### src/rtl/fsbm_ctr_seq.sv
// Control sequencer for the full-search block-matching PE array: preload, 2P+1 scan lines, done.
// Optional abort input enabled by defining FSBM_CTR_ABORT_EN.
module fsbm_ctr_seq #(
  parameter int BLOCK_N     = 16,
  parameter int SEARCH_P    = 4,
  parameter int CTR_WIDTH   = 4,
  parameter int WORD_WIDETH = 8
) (
  input  logic                                 clk,
  input  logic                                 rst_n,
  input  logic                                 start,
  input  logic                                 turnenable,
`ifdef FSBM_CTR_ABORT_EN
  input  logic                                 abort,
`endif
  output logic [CTR_WIDTH-1:0]                 ctr_word,
  output logic                                 mem_en_input,
  output logic                                 mem_init_mode,
  output logic                                 sad_valid,
  output logic [$clog2(2*SEARCH_P+1)-1:0]      vpos,
  output logic                                 busy,
  output logic                                 done
);

  localparam int LINE_LEN  = BLOCK_N + 2*SEARCH_P;
  localparam int NUM_LINES = 2*SEARCH_P + 1;
  localparam int CW        = $clog2(LINE_LEN);
  localparam int VW        = $clog2(NUM_LINES);

  localparam logic [CW-1:0] C_INIT_LAST = CW'(BLOCK_N - 1);
  localparam logic [CW-1:0] C_LINE_LAST = CW'(LINE_LEN - 1);
  localparam logic [VW-1:0] V_LAST      = VW'(2*SEARCH_P);

  // Word width only matters to the array; it is checked here so a bad configuration fails early.
  if (WORD_WIDETH < 1 || BLOCK_N < 2 || SEARCH_P < 1 || (1 << CTR_WIDTH) < NUM_LINES) begin : g_bad_cfg
    $error("fsbm_ctr_seq: invalid parameter combination");
  end

  typedef enum logic [1:0] {
    IDLE = 2'd0,
    INIT = 2'd1,
    SCAN = 2'd2,
    DONE = 2'd3
  } state_t;

  state_t               state, state_n;
  logic [CW-1:0]        c, c_n;
  logic [VW-1:0]        vpos_n;
  logic [CTR_WIDTH-1:0] word_n;
  logic                 in_run, sad_n, abort_req;

`ifdef FSBM_CTR_ABORT_EN
  assign abort_req = abort;
`else
  assign abort_req = 1'b0;
`endif

  always_comb begin
    state_n = state;
    c_n     = c;
    vpos_n  = vpos;
    case (state)
      IDLE: begin
        if (start) begin
          state_n = INIT;
          c_n     = '0;
          vpos_n  = '0;
        end
      end
      INIT: begin
        if (abort_req) begin
          state_n = IDLE;
          c_n     = '0;
          vpos_n  = '0;
        end else if (turnenable) begin
          if (c == C_INIT_LAST) begin
            state_n = SCAN;
            c_n     = '0;
            vpos_n  = '0;
          end else begin
            c_n = c + 1'b1;
          end
        end
      end
      SCAN: begin
        if (abort_req) begin
          state_n = IDLE;
          c_n     = '0;
          vpos_n  = '0;
        end else if (turnenable) begin
          if (c == C_LINE_LAST) begin
            c_n = '0;
            if (vpos == V_LAST) begin
              state_n = DONE;
              vpos_n  = '0;
            end else begin
              vpos_n = vpos + 1'b1;
            end
          end else begin
            c_n = c + 1'b1;
          end
        end
      end
      DONE: begin
        state_n = IDLE;
        c_n     = '0;
        vpos_n  = '0;
      end
      default: begin
        state_n = IDLE;
        c_n     = '0;
        vpos_n  = '0;
      end
    endcase

    // Outputs are decoded from the next state so they are valid in the cycle that state begins.
    in_run = (state_n == INIT) || (state_n == SCAN);
    sad_n  = (state_n == SCAN) && turnenable && (c_n >= C_INIT_LAST);
    word_n = ctr_word;
    if (sad_n) begin
      word_n = CTR_WIDTH'(c_n - C_INIT_LAST);
    end else if (!in_run) begin
      word_n = '0;
    end
  end

  always_ff @(posedge clk or negedge rst_n) begin
    if (!rst_n) begin
      state         <= IDLE;
      c             <= '0;
      vpos          <= '0;
      ctr_word      <= '0;
      mem_en_input  <= 1'b0;
      mem_init_mode <= 1'b0;
      sad_valid     <= 1'b0;
      busy          <= 1'b0;
      done          <= 1'b0;
    end else begin
      state         <= state_n;
      c             <= c_n;
      vpos          <= (state_n == SCAN) ? vpos_n : '0;
      ctr_word      <= word_n;
      mem_en_input  <= in_run && turnenable;
      mem_init_mode <= (state_n == INIT);
      sad_valid     <= sad_n;
      busy          <= in_run;
      done          <= (state_n == DONE);
    end
  end

endmodule

### config.mk
export PLATFORM = sky130hd
export DESIGN_NAME = fsbm_ctr_seq
export DESIGN_NICKNAME = d
export VERILOG_FILES = /design/src/rtl/fsbm_ctr_seq.sv
export SDC_FILE = /design/constraint.sdc
export NUM_CORES = 1
export LEC_CHECK = 0
export ABC_AREA = 1
export BUFFER_PORTS_ARGS = -buffer_cell sky130_fd_sc_hd__buf_2
export CAP_MARGIN = 20
export CORE_ASPECT_RATIO = 0.75
export CORE_MARGIN = 5
export CORE_UTILIZATION = 35
export DETAILED_ROUTE_END_ITERATION = 8
export PLACE_DENSITY = 0.63
export REMOVE_ABC_BUFFERS = 1
export SLEW_MARGIN = 10
export SYNTH_ARGS = -nofsm -noshare
export SYNTH_HDL_FRONTEND = slang
export SYNTH_SLANG_ARGS = --single-unit
### constraint.sdc
create_clock -name clk -period 2.8 [get_ports clk]
set_input_delay 0.7 -clock clk [delete_from_list [all_inputs] [get_ports clk]]
set_output_delay 0.7 -clock clk [all_outputs]
set_load 0.03 [all_outputs]
After elaboration in Yosys (flattened, before gate mapping)
Cells that the tools add are included.

Logic and storage cells: 57. Bits in registers: 20. Input port bits: 4. Output and inout port bits: 13.

Magnitude comparators: 1. Equality and inequality tests: 15. Muxes and demuxes: 23. $add $sub $neg: 3. Reduce and logical (&&, ||, !) cells: 6.

Operators by type and width (count): $mux 4 (9); $mux 5 (5); $pmux 5 s4 (1); $pmux 4 s4 (1); $ne 3x3->1 const B (5); $mux 2 (6); $eq 2x2->1 const B (4); $pmux 2 s4 (1); $add 5x1->5 const B (1); $eq 5x4->1 const B (1); $eq 5x5->1 const B (1); $ge 5x4->1 const B (1); $reduce_and 5->1 (1); $add 4x1->4 const B (1); $eq 2x1->1 const B (2); $eq 4x4->1 const B (1); $sub 4x4->4 const B (1); $logic_and 1x1->1 (3); $logic_not 2->1 (1); $ne 2x1->1 const B (1); $logic_or 1x1->1 (1).

Depth between registers and ports, before layout
Depth after elaboration: 9. Gate-level depth with buffers: 19. Mapped depth without buffers: 19.

Worst setup path before layout
Ideal clock, no wire load.

Path type: reg2reg. Start: register c[0]. End: register ctr_word[0]. Arrival time: 2107 ps. Data required time: 2681 ps. Path buffers: 0. Cell stages (with the launch flop): 18. Setup slack: 574 ps. Library setup time: 119 ps. Cells stage by stage: dfrtp_1 -> ha_1 -> nand2_1 -> nor2_1 -> ha_1 -> nand2_1 -> nand3_2 -> a21oi_2 -> nand2_1 -> nand2_2 -> ha_1 -> inv_1 -> a21oi_4 -> a21oi_4 -> nand2_4 -> nand2_4 -> nand3_1 -> nand2_1.

Elaborated cells on any way between the ends: 23.

RTL lines: from (decl) (line 47) `logic [CW-1:0] c, c_n;`; from (signal assigned) (line 140) `c <= c_n;`; $add 5x1->5, or another cell as far along (line 81, 100); $mux 5 (on tied branches) (line 91, 76); $mux 5 (on tied branches) (line 90, 75); $pmux 5 s4 (*) (line 62) `case (state)`; via c_n[0] (line 47); $ge 5x4->1 (line 118) `sad_n = (state_n == SCAN) && turnenable && (c_n >= C_INIT_LAST);`; $logic_and 1x1->1 (line 118); $ne 2x1->1 (no line) or $mux 4 (tied branches); to (signal assigned) (line 142) `ctr_word <= word_n;`; to (decl) (line 16) `output logic [CTR_WIDTH-1:0] ctr_word,`.

Mark *: on every way through the listed nets, which the timed path passes. The rest lies on a longest branch. A chain may end at the register's enable or synchronous reset.

Worst setup path in the final report
Same ends and word-level chain as after synthesis.

==> summary by stage <==
STA
The number of max-slew violations in the final report is 0. The actual transition at the worst max-transition pin is 464.7 ps. The worst path uses 89.56% of the clock period. The worst pin sits at a relative slew slack of 69.02%. Static timing analysis puts the maximum clock frequency at 0.3988 GHz. The setup violation total in the final timing report is 0. For the final routed database, the setup TNS stands at 0 ps. Setup repair after global routing left no endpoint under its margin. The final-report hold violation count is 0. Clock skew on the completed layout was measured at 3.449 ps. The final period demand of the worst path is 2508 ps.

Finish
In the final design database the tool counted 192 nets. The area growth from synthesis to layout is 16.20%. The area occupied by multi-input gates is 714.4 sq um. The ratio of cells with drive above 1 in the final layout is 30.90%. Registers take 500.5 sq um. The cell area after layout is 0.001544 sq mm. The number of antenna repair diodes is 0.

After filler insertion, the fill cell instance count of the layout stands at 398.

CTS
The maximum root-to-sink buffer count is 2. The clock drives 20 sinks. The post-cts sizing count is 0. The clock insertion delay at the later pin of the skew report is 260 ps. After clock tree synthesis, the clock-pin slew on the worst setup and hold paths is 80 ps. After clock tree synthesis, the setup repair step added 0 buffers.

The tree is rooted in a sky130_fd_sc_hd__clkbuf_8. The post-cts hold buffer count is 0. TritonCTS created 3 clock buffers. The total number of H-tree levels is 1.

TritonCTS built the clock tree.

Global routing
The initial antenna violation count is 0. The peak-usage layer in the global routing report is met1. Global routing used 17.35% of the available met1 tracks. The first global-routing pass estimated 4761 microns of wire. The total routing resource utilization after global routing is 11.92%. The routing usage on met3 is 4.131%. For this run, global-route usage on met2 was measured as 16.50%.

The leftover overflow at the end of global routing is 0. The via count of the first global-routing pass is 989. The maximum number of pins on one net before global-route repair is 21.

Run status
The flow ran to the end, and the final reports show no timing, DRC or antenna violations.

Setup path
The worst setup path is launched from a flip-flop. The highest net fanout along the worst path is 5. At the worst endpoint, the required time is 3010 ps. In this design, the stage delay of the slowest critical-path cell is 450 ps. The signal on the critical path passes through ha_2 > nand2_1 > nor2_1 > ha_1 > inv_1 > nand2_2 > nand2_1 > nand2_1 > nand2_1 > nand2_1 > nand2_2 > ha_1 > inv_1 > a21oi_4 > a21oi_4 > nand2_4 > nand2_4 > nand3_1 > nand2_1.

In this run the critical register-to-register path is captured at ctr_word[0]$_DFFE_PN0P_. The worst setup path is captured at a flip-flop. The launching point of the worst reg2reg path is c[0]$_DFF_PN0_.

Measured in cells, the most critical reg-to-reg path has a length of 19. Data arrives at the worst endpoint at 2710 ps. The critical setup path kind is flip-flop to flip-flop. In this run the register-to-register setup slack is 290 ps. On the critical path, the stage with the largest delay is an instance of sky130_fd_sc_hd__dfrtp_1. The library cell appearing most often on the critical path is sky130_fd_sc_hd__nand2_1.

Floorplanning
The floorplan die area is 0.005141 sq mm. The core area is 0.003661 sq mm. The initial cell density of the core is 36.30%. The overall die width is 81.15 microns. The row count is 19. The vertical extent of the die is 63.36 microns. In this run the count of I/O pins placed on the die edge is 17.

Logic synthesis
By count the netlist is led by sky130_fd_sc_hd__nand2_1 (35), sky130_fd_sc_hd__inv_1 (21), sky130_fd_sc_hd__dfrtp_1 (20), sky130_fd_sc_hd__nand3_1 (13), sky130_fd_sc_hd__ha_1 (9). The distinct cell type count after synthesis is 27. The share of the synthesized area in the top cell type is 37.66%. Summing every instance area after synthesis gives 0.001329 sq mm. The synthesized design contains 20 register bits.

The share of flip-flops with an asynchronous set or reset is 100.0%. Counting flops with a built-in enable in the synthesized netlist gives 0. The per-instance average area after synthesis is 8.410 sq um.

Yosys attributes the largest share of cell area to sky130_fd_sc_hd__dfrtp_1 (38%), sky130_fd_sc_hd__nand2_1 (9.9%), sky130_fd_sc_hd__ha_1 (8.5%), sky130_fd_sc_hd__inv_1 (5.9%), sky130_fd_sc_hd__nand3_1 (4.9%). The most used standard cell by instance count after synthesis is sky130_fd_sc_hd__nand2_1. The most frequently used flop master after synthesis is sky130_fd_sc_hd__dfrtp_1.

Synthesis produced 158 cells. The total of warnings raised by yosys is 0. The sequential area share after synthesis is 37.66%. The largest total area in the synthesized netlist belongs to sky130_fd_sc_hd__dfrtp_1.

Routing
The DRC violation count after routing is 0. The first detailed-routing pass ran for 4 iterations. After detailed routing, the number of vias per cell comes to 4.374.

The number of violations reported at the end of detailed-routing iteration 0 is 18. In the final routed layout, each cell accounts on average for 11.54 microns. The routed design has 2655 microns of wire. The count of nets left with antenna violations once routing finished came out at 0. The via count is 1006.

Power
The reported leakage power is 0.7881 nW. IR analysis of the VDD net gives a maximum drop of 412.4 uV. Summing internal, switching and leakage power gives 1.340 mW. Power spread over the standard cell area amounts to 868.1 mW/mm^2.

Placement
Port buffering added 16 buffers. Once detailed placement completed, the half-perimeter wirelength came to 2085 microns. Once placement finished, the instance area stood at 0.001470 sq mm. The weighted congestion at the end of routability-driven global placement is 0.8323.

Min path
The path type of the worst min-delay path is primary input to asynchronous set/reset pin.

Run
The tool flagged a number of max-cap violations equal to 0.
==> routing by layer <==
metal	up-vias	share of wire [%]
met5	-	0
met4	0	1.1
met3	5	6.4
met2	22	37
met1	433	55
li1	546	-
==> metrics by stage <==
step | cells | worst slack [ps] | util, % | hold WS [ps]
floorplan | 157 | 574.1 | - | 404.4
global placement | 226 | 318.0 | 40.16 | 491.6
detailed placement | 226 | 311.2 | 40.16 | 490.7
CTS | 230 | 295.5 | 42.11 | 388.1
global route | 230 | 8.848 | 42.17 | 406.5
finish | 230 | 292.4 | 42.17 | 376.2
==> cell usage in the layout, fill, tap and decap left out, types with 2 or more instances in the layout <==
cell type	synthesis	routed
sky130_fd_sc_hd__a21oi_1	3	3
sky130_fd_sc_hd__a21oi_2	2	2
sky130_fd_sc_hd__a21oi_4	2	2
sky130_fd_sc_hd__buf_2	0	16
sky130_fd_sc_hd__clkbuf_8	0	3
sky130_fd_sc_hd__dfrtp_1	20	20
sky130_fd_sc_hd__ha_1	9	8
sky130_fd_sc_hd__inv_1	21	21
sky130_fd_sc_hd__inv_2	4	4
sky130_fd_sc_hd__nand2_1	35	35
sky130_fd_sc_hd__nand2_2	7	7
sky130_fd_sc_hd__nand2_4	5	5
sky130_fd_sc_hd__nand3_1	13	13
sky130_fd_sc_hd__nand3_2	3	3
sky130_fd_sc_hd__nand4_1	4	4
sky130_fd_sc_hd__nor2_1	8	8
sky130_fd_sc_hd__nor2_4	4	4
sky130_fd_sc_hd__nor3_1	2	2
sky130_fd_sc_hd__nor3_2	2	2
sky130_fd_sc_hd__o21ai_0	5	5
==> critical path: cells and delay by family, from the launching register on <==
| family | cells | cell delay (ps) |
|---|---|---|
| AO/OA/AOI/OAI | 2 | 220 |
| buffers and inverters | 2 | 180 |
| adder cells (fa/ha/maj) | 3 | 630 |
| AND/OR/NAND/NOR | 12 | 970 |
| flip-flops | 1 | 450 |
==> layout make-up <==
class                      count  area share [%]
clock buffer                   3           2.674
tap                           52           4.214
multi-input combinational    110           46.27
sequential                    20           32.41
inverter                      27           6.807
clock inverter                 1           1.945
timing repair buffer          17           5.673
==> state kept, by name, summed over array words and instances, names as in the netlist <==
| signal | flops |
|---|---|
| sad_valid | 1 |
| mem_en_input | 1 |
| busy | 1 |
| state | 2 |
| ctr_word | 4 |
| c | 5 |
| done | 1 |
| vpos | 4 |
| mem_init_mode | 1 |
==> how the worst max path moves through the flow <==
stage	startpoint	to	cells past startpoint
after CTS	c[0]$_DFF_PN0_	ctr_word[0]$_DFFE_PN0P_	19
after global placement	c[0]$_DFF_PN0_	ctr_word[3]$_DFFE_PN0P_	19
after detailed placement	c[0]$_DFF_PN0_	ctr_word[0]$_DFFE_PN0P_	19
final	c[0]$_DFF_PN0_	ctr_word[0]$_DFFE_PN0P_	19
after global routing	c[0]$_DFF_PN0_	ctr_word[1]$_DFFE_PN0P_	19
after floorplan	c[0]$_DFF_PN0_	ctr_word[0]$_DFFE_PN0P_	17
==> kinds of logic after synthesis <==
family,Yosys count,synth area share (%)
AND/OR/NAND/NOR,86,36.63
AO/OA/AOI/OAI,15,8.475
adder cells (fa/ha/maj),9,8.475
flip-flops,20,37.66
buffers and inverters,28,8.757
==> power breakdown <==
group          switching [mW]  leakage, nW  internal, mW
sequential             0.0673        0.243         0.372
combinational           0.407        0.509         0.198
clock                   0.105       0.0357         0.191
No activity file was read; power rests on OpenSTA's default activity.
